## config.mk

```make
export PLATFORM = sky130hd
export DESIGN_NAME = dco_freq_detector
export DESIGN_NICKNAME = d
export VERILOG_FILES = /design/src/rtl/dco_freq_detector.sv
export SDC_FILE = /design/constraint.sdc
export NUM_CORES = 1
export LEC_CHECK = 0
export BUFFER_PORTS_ARGS = -buffer_cell sky130_fd_sc_hd__clkbuf_2
export CORE_UTILIZATION = 59
export DETAILED_ROUTE_END_ITERATION = 10
export PLACE_DENSITY = 0.8
export SLEW_MARGIN = 0
export SYNTH_ARGS = -nofsm -noshare
export SYNTH_HDL_FRONTEND = slang
export SYNTH_SLANG_ARGS = --single-unit
```

## constraint.sdc

```tcl
create_clock -name dco_clk -period 2.3 [get_ports dco_clk]
set_input_delay 0.345 -clock dco_clk [delete_from_list [all_inputs] [get_ports dco_clk]]
set_output_delay 0.345 -clock dco_clk [all_outputs]
set_load 0.005 [all_outputs]
```

## src/rtl/dco_freq_detector.sv

```systemverilog
// Counter-based DCO frequency detector: counts dco_clk cycles per reference period and
// strobes active-low up/down requests to the PLL controller. Optional lock: DCO_FREQ_DETECTOR_LOCK_DETECT_EN.
module dco_freq_detector #(
  parameter int CW       = 10,
  parameter int TOL      = 1,
  parameter int PH_HI    = 4,
  parameter int LOCK_CNT = 8
) (
  input  logic          dco_clk,
  input  logic          reset_n,
  input  logic          ref_in,
  input  logic [CW-1:0] div_ratio,
  output logic          p_up,
  output logic          p_down,
  output logic          phase_clk,
  output logic          in_band,
  output logic [CW-1:0] count_out
`ifdef DCO_FREQ_DETECTOR_LOCK_DETECT_EN
  ,
  output logic          lock
`endif
);

  localparam int            PW      = $clog2(PH_HI + 1);
  localparam logic [CW-1:0] CNT_MAX = '1;
  localparam logic [CW:0]   TOL_X   = (CW+1)'(TOL);

  typedef enum logic [1:0] {S_IDLE, S_COUNT, S_EVAL, S_STROBE} state_t;

  state_t        r_state, w_state_nxt;
  logic          r_ref_s1, r_ref_s2, r_ref_d;
  logic          w_ref_rise;
  logic [CW-1:0] r_cnt, r_cap;
  logic          r_pend;
  logic [PW-1:0] r_ph_cnt;
  logic          w_ph_done;
  logic          r_phase, r_p_up, r_p_down, r_in_band;
  logic [CW-1:0] r_count_out;
  logic [CW:0]   w_cap_x, w_div_x, w_lo, w_hi;
  logic          w_below, w_above;

  function automatic logic [CW-1:0] sat_inc(input logic [CW-1:0] v);
    return (v == CNT_MAX) ? v : v + CW'(1);
  endfunction

  // ref_in synchronizer and rising-edge detect
  always_ff @(posedge dco_clk or negedge reset_n) begin
    if (!reset_n) begin
      r_ref_s1 <= 1'b0;
      r_ref_s2 <= 1'b0;
      r_ref_d  <= 1'b0;
    end else begin
      r_ref_s1 <= ref_in;
      r_ref_s2 <= r_ref_s1;
      r_ref_d  <= r_ref_s2;
    end
  end

  assign w_ref_rise = r_ref_s2 & ~r_ref_d;

  // Period counter never stalls; every edge refreshes the capture register
  always_ff @(posedge dco_clk or negedge reset_n) begin
    if (!reset_n) begin
      r_cnt <= '0;
      r_cap <= '0;
    end else if (w_ref_rise) begin
      r_cap <= r_cnt;
      r_cnt <= CW'(1);
    end else begin
      r_cnt <= sat_inc(r_cnt);
    end
  end

  // Captures landing while a result is being presented wait here (1-deep)
  always_ff @(posedge dco_clk or negedge reset_n) begin
    if (!reset_n) begin
      r_pend <= 1'b0;
    end else if (w_state_nxt == S_EVAL) begin
      r_pend <= 1'b0;
    end else if (w_ref_rise && (r_state == S_EVAL || r_state == S_STROBE)) begin
      r_pend <= 1'b1;
    end
  end

  assign w_ph_done = (r_ph_cnt == PW'(PH_HI));

  always_ff @(posedge dco_clk or negedge reset_n) begin
    if (!reset_n) r_state <= S_IDLE;
    else          r_state <= w_state_nxt;
  end

  always_comb begin
    w_state_nxt = r_state;
    case (r_state)
      S_IDLE:   if (w_ref_rise) w_state_nxt = S_COUNT;
      S_COUNT:  if (w_ref_rise) w_state_nxt = S_EVAL;
      S_EVAL:   w_state_nxt = S_STROBE;
      S_STROBE: if (w_ph_done) w_state_nxt = (r_pend || w_ref_rise) ? S_EVAL : S_COUNT;
      default:  w_state_nxt = S_IDLE;
    endcase
  end

  // Strobe shaping: high for PH_HI cycles beginning one cycle after EVAL
  always_ff @(posedge dco_clk or negedge reset_n) begin
    if (!reset_n) begin
      r_ph_cnt <= '0;
      r_phase  <= 1'b0;
    end else if (r_state == S_STROBE && !w_ph_done) begin
      r_ph_cnt <= r_ph_cnt + PW'(1);
      r_phase  <= 1'b1;
    end else begin
      r_ph_cnt <= '0;
      r_phase  <= 1'b0;
    end
  end

  // Window comparison, one bit wider so div_ratio+TOL cannot wrap
  assign w_cap_x = {1'b0, r_cap};
  assign w_div_x = {1'b0, div_ratio};
  assign w_lo    = (w_div_x >= TOL_X) ? (w_div_x - TOL_X) : '0;
  assign w_hi    = w_div_x + TOL_X;
  assign w_below = (w_cap_x < w_lo);
  assign w_above = (w_cap_x > w_hi);

  always_ff @(posedge dco_clk or negedge reset_n) begin
    if (!reset_n) begin
      r_p_up      <= 1'b1;
      r_p_down    <= 1'b1;
      r_in_band   <= 1'b0;
      r_count_out <= '0;
    end else if (r_state == S_EVAL) begin
      r_count_out <= r_cap;
      r_p_up      <= ~w_below;
      r_p_down    <= ~w_above;
      r_in_band   <= ~w_below & ~w_above;
    end
  end

  assign p_up      = r_p_up;
  assign p_down    = r_p_down;
  assign phase_clk = r_phase;
  assign in_band   = r_in_band;
  assign count_out = r_count_out;

`ifdef DCO_FREQ_DETECTOR_LOCK_DETECT_EN
  localparam int RW = $clog2(LOCK_CNT + 1);

  logic [RW-1:0] r_run;
  logic          r_lock;

  always_ff @(posedge dco_clk or negedge reset_n) begin
    if (!reset_n) begin
      r_run  <= '0;
      r_lock <= 1'b0;
    end else if (r_state == S_EVAL) begin
      if (!w_below && !w_above) begin
        if (r_run != RW'(LOCK_CNT)) r_run <= r_run + RW'(1);
        r_lock <= (r_run >= RW'(LOCK_CNT - 1));
      end else begin
        r_run  <= '0;
        r_lock <= 1'b0;
      end
    end
  end

  assign lock = r_lock;
`endif

endmodule

```

# Word level (Yosys, flattened, before mapping)
# Cells that the tools add are included.
dict set report word_totals {
  input_bits 13
  regBits 43
  out_inout_bits 14
  word_cells 51
}
dict set report op_classes {
  bitwise_logic 5
  eq_ne 7
  mux 12
  order_cmp 3
  reduce_logical 7
  n_addsub 4
}
# operator n
set ops {}
lappend ops {{$mux W10} 2}
lappend ops {{$add A10 B1 Y11 const B} 1}
lappend ops {{$gt A10 B11 Y1} 1}
lappend ops {{$lt A10 B11 Y1} 1}
lappend ops {{$mux W11} 1}
lappend ops {{$sub A10 B1 Y11 const B} 1}
lappend ops {{$add A10 B1 Y10 const B} 1}
lappend ops {{$eq A10 B10 Y1 const B} 1}
lappend ops {{$ge A10 B1 Y1 const B} 1}
lappend ops {{$mux W2} 4}
lappend ops {{$pmux W2 S4} 1}
lappend ops {{$eq A2 B2 Y1 const B} 3}
lappend ops {{$add A3 B1 Y3 const B} 1}
lappend ops {{$eq A3 B3 Y1 const B} 1}
lappend ops {{$mux W1} 3}
lappend ops {{$mux W3} 1}
lappend ops {{$not A1 Y1} 3}
lappend ops {{$and A1 B1 Y1} 2}
lappend ops {{$eq A2 B1 Y1 const B} 1}
lappend ops {{$logic_and A1 B1 Y1} 2}
lappend ops {{$logic_not A2 Y1} 1}
lappend ops {{$logic_or A1 B1 Y1} 2}
lappend ops {{$ne A2 B2 Y1 const B} 1}
lappend ops {{$reduce_bool A2 Y1} 1}
lappend ops {{$logic_not A1 Y1} 1}

# Longest topological paths before layout
dict set report logic_depth {
  depth_word 8
  depth_mapped 12
  mapped_depth_nobuf 12
}

# Least setup slack after synthesis
# Ideal clock, no wire load.
dict set report synth_timing {
  path_type {input -> register}
  start {input div_ratio[2]}
  end {register r_in_band (netlist: in_band)}
  stages 12
  arrival_ps 2810
  setup_ps 82
  setup_slack_ps -592
  n_path_buf 1
  t_required_ps 2218
  path_cell_list {clkbuf_1 nor4_1 nand2_1 or3_1 nor3b_1 a21oi_1 ha_1 nand3_1 or3_1 a221o_1 a31o_1 a22oi_2}
}
dict set report synth_between {
  elab_chain_cells 5
}
# element line
set synth_rtl {}
lappend synth_rtl {{start: declaration} 12} ;# input logic [CW-1:0] div_ratio,
lappend synth_rtl {{$sub A10 B1 Y11 or $ge A10 B1 Y1 (tied branches)} 120} ;# assign w_lo = (w_div_x >= TOL_X) ? (w_div_x - TOL_X) : '0;
lappend synth_rtl {{$mux W11} 120}
lappend synth_rtl {{$lt A10 B11 Y1} 122} ;# assign w_below = (w_cap_x < w_lo);
lappend synth_rtl {{$not A1 Y1} 135} ;# r_in_band <= ~w_below & ~w_above;
lappend synth_rtl {{$and A1 B1 Y1 *} 135}
lappend synth_rtl {{end signal: assignment} 135}
lappend synth_rtl {{end: declaration} 37} ;# logic r_phase, r_p_up, r_p_down, r_in_band;
# Mark *: on every way between the ends. The rest lies on a longest branch, timed or not.
# A chain may end at the register's enable or synchronous reset.

# Worst setup path after layout
dict set report layout_timing {
  start {input div_ratio[1]}
  end {register r_in_band (netlist: in_band)}
}
# The elaborated chain is that of the path after synthesis.

==> results by group <==
Timing
  – Peak Freq: 391 MHz
  – PnR worst setup slack: -256 ps
  – Max Slew Vio Count: 0
  – Period utilization: 111%
  – Worst-Margin Slew: 685 ps
  – Clk_skew: around 3.3 ps
  – Min Tclk post-route: about 2600 ps
  – Final Hold Vio Count: 0
  – RSZ-0062 raised after global routing: yes
  – Endpoints failing setup: 2
  – Slew headroom: between 50% and 60%

Synthesis
  – Syn Area/Cell: around 9.4 um2
  – Post-synth ARST share: 100%
  – Post-Syn Instances: around 270
  – #FFs+latches synth: 43
  – Synth cell types: 44
  – Main combinational cell family by area after synthesis: simple AND/OR/NAND/NOR gates
  – Mux cell area share after synthesis: approximately 4.3%
  – Seq/Total Area, Yosys: roughly two fifths
  – Synth Area in Compound Gates: under 10%
  – Post-Synth Adder-Cell Area: between 10% and 20%
  – XOR/XNOR Fraction of Synth Area: ~6.8%
  – Number of flops mapped to enable cells by yosys: 0
  – Simple-gate share of the synthesized area: 22.5%
  – Ys flop type: dfrtp_1
  – Synth warn: 0
  – Mapped Area: 2570 um2
  – Syn_nets: about 310

Cells and area
  – Commonest non-fill, non-tap cell in the layout: nand2_1
  – Fin area: 3160 um2
  – Final net count: roughly 370
  – ANT cells: 0
  – Layout area overhead: 22.9%
  – Multi-input logic area: between 1000 and 1500 um2
  – Share of layout cells above drive strength 1: 27.7%
  – Final instance count without filler cells: roughly 380
  – Most frequent cells in the layout: 52 x nand2_1, 41 x dfrtp_1, 29 x buf_4
  – Reg area: about 1100 um2
  – Filler Cells Inserted: about 260

Power
  – Leak pwr: approximately 1.6 nW
  – Logic gate share of total power: between 20% and 30%
  – Internal Power: 1.62 mW
  – Switching fraction of total power: between 30 and 40%
  – Sequential share of power: between 40 and 50%
  – Sw power: a little over 800 uW
  – Tot Pwr: 2.44 mW
  – Power Density: ~770 nW/um2
  – VDD IR-drop max: roughly 0.00067 V
  – Share of total power in the clock network: between 20% and 30%

Job
  – Max-Cap Viols: 0

Setup path
  – Worst path bufs/invs: 1
  – CP Max Fanout: 6
  – Critical path launch point type: primary input
  – Worst EP arrival: ~2800 ps
  – Crit-path cells: clkbuf_8 > or4_4 > or4b_4 > nand2_2 > ha_4 > nand2_1 > or3_1 > a221o_1 > a31o_1 > a22oi_2
  – Worst path required time: approximately 2500 ps
  – Slowest Stage Delay on Critical Path: 550 ps
  – Crit path kind: primary input to register
  – Worst flop-to-flop path endpoint: in_band
  – Critical Path End: in_band
  – Worst reg2reg setup slack: between 400 and 500 ps
  – Worst reg-to-reg path cell count: 6
  – RR Startpoint: r_cap[9]
  – Crit path max-delay family: simple AND/OR/NAND/NOR gates
  – CP Depth: 10
  – CP startpoint: div_ratio[1]
  – CP Capture Type: register
  – CP max-delay cell: or4b_4

Clock tree
  – Clock Sinks: 43
  – Clk_lat worst skew: about 300 ps
  – CTS Root Cell: clkbuf_8
  – Max clock buf depth: 2
  – H-Tree Depth: 2
  – Num CTS Buffers: 5
  – CTS tree: done
  – Reg clk slew, reported paths: roughly 80 ps

Floorplanning
  – Die ar.: between 4000 and 5000 um2
  – Die width: around 68 um
  – Core area: slightly above 4000 um2
  – Initial Util: approximately 63%
  – Site row count: 23
  – Io pins: 27
  – DIE HEIGHT: roughly 70 um

Run status
  – Failing checks: setup timing
  – Status: complete, but fails checks

Drt
  – DRT Pass-1 Iters: 4
  – Total Wirelength: 5.75 mm
  – Per-cell routed wire length: approximately 15 um
  – Vias per inst: around 5.7
  – Starting DRT DRC Count: 183
  – Antenna Nets Post-Route: 0
  – Remaining DRCs: 0
  – DR vias: about 2,200

Global routing
  – Vias in the first global route: about 2,100
  – Grt total ovfl: 0
  – Initial antenna violation count: 0
  – Gr usage total: about 28%
  – First-pass GRT wire length: around 9.3 mm
  – Largest net degree at the start of global routing: 28

Place
  – Placed cell area: just under 3000 um2
  – RD Place Congestion: between 0.8 and 0.9
  – Detailed placer's ending HPWL: approximately 4.1 mm
  – Placed Cells: about 370
  – IO Port Bufs: 26

Min path
  – HP Class: primary input to asynchronous set/reset pin
==> cell usage after synthesis, drive strengths merged, types with 2 or more instances <==
cell type	n	share of area, %
nand2b	4	0.97
o31ai	2	0.58
dfstp	2	2.0
nor4	2	0.49
xor2	13	4.4
nor3b	3	0.88
and3	7	1.7
a31oi	3	0.73
o21a	2	0.58
dfrtp	41	40
nand4	4	0.97
xnor2	7	2.4
a21o	3	0.88
a22oi	2	0.78
nor2	19	2.8
o21ai	6	1.2
or3	3	0.73
mux2	9	3.9
and2	3	0.73
nor3	4	0.78
a21oi	9	1.8
buf	3	0.78
nand3	12	2.3
inv	8	1.2
nor2b	5	1.2
ha	25	12
nand2	53	7.7
clkbuf	8	1.2
==> worst reg2reg max path, delay by kind of cell, from the launching register on <==
family | cells | cell delay [ps]
AOI/OAI and AO/OA | 3 | 570
adders and majority gates | 1 | 330
DFF | 1 | 460
and+or+nand+nor | 2 | 410
==> cells by family after synthesis <==
| logic type | after synthesis |
|---|---|
| compound gates | 35 |
| xor+xnor | 20 |
| fa+ha+maj | 25 |
| buf+inv | 19 |
| flops | 43 |
| mux | 10 |
| simple gates | 122 |
==> power by group through the flow <==
stage	clock, mW	combinational [mW]	sequential [mW]
2_1_floorplan	0	0.477	1.06
3_3_place_gp	0	0.656	1.10
3_5_place_dp	0	0.681	1.11
4_1_cts	0.632	0.708	1.10
5_1_grt	0.656	0.828	1.13
6_report	0.620	0.717	1.10
==> state kept, by name, indices dropped and copies added (netlist names) <==
register	cells
count_out	10
r_ph_cnt	3
r_cnt	10
r_pend	1
r_ref_s1	1
r_ref_s2	1
in_band	1
r_cap	10
r_ref_d	1
p_up	1
p_down	1
phase_clk	1
r_state	2
==> layout make-up <==
type / count / share of cell area [%]
clock buffer: 6 / 2.61
clock inverter: 2 / 1.23
inverter: 8 / 0.951
multi-input combinational: 212 / 46.9
sequential: 43 / 34.2
tap: 50 / 1.98
timing repair buffer: 57 / 12.2
==> worst min-delay path by stage <==
stage | startpoint | end | slack (ps) | cells after the start
finish | reset_n | r_cap[0] | 70 | 1
global route | ref_in | r_ref_s1 | 130 | 1
CTS | reset_n | r_state[0] | 90 | 1
detailed placement | r_ref_s1 | r_ref_s2 | 350 | 0
global placement | r_ref_s1 | r_ref_s2 | 340 | 0
floorplan | reset_n | count_out[0] | 50 | 0
==> per-stage QoR <==
step	utilization (%)	hold WS (ps)	setup TNS, ps	worst slack (ps)
after detailed placement	72.1	349	-1360	-665
after CTS	76.2	86.7	-470	-267
after floorplan	-	49.4	-789	-426
final	77.3	70.3	-440	-256
after global placement	72.1	336	-1310	-623
after global routing	77.3	131	-671	-373
==> metal layers <==
layer  wire length, um  vias up  share of wire (%)  GRT usage, %
met5                 0        -                  0             0
met4               216        0                3.8          13.0
met3               268       23                4.7          6.33
met2              2760       55                 48          45.8
met1              2500     1038                 44          34.3
li1                  -     1051                  -             -
==> what timing repair did <==
item / in CTS / in global routing
pin swaps: 2 / 6
setup endpoints to repair: 2 / 3
gates resized for setup: 5 / 10
hold buffers: 0 / 0
setup buffers: 1 / 1
Power figures use the tool's default switching activity.
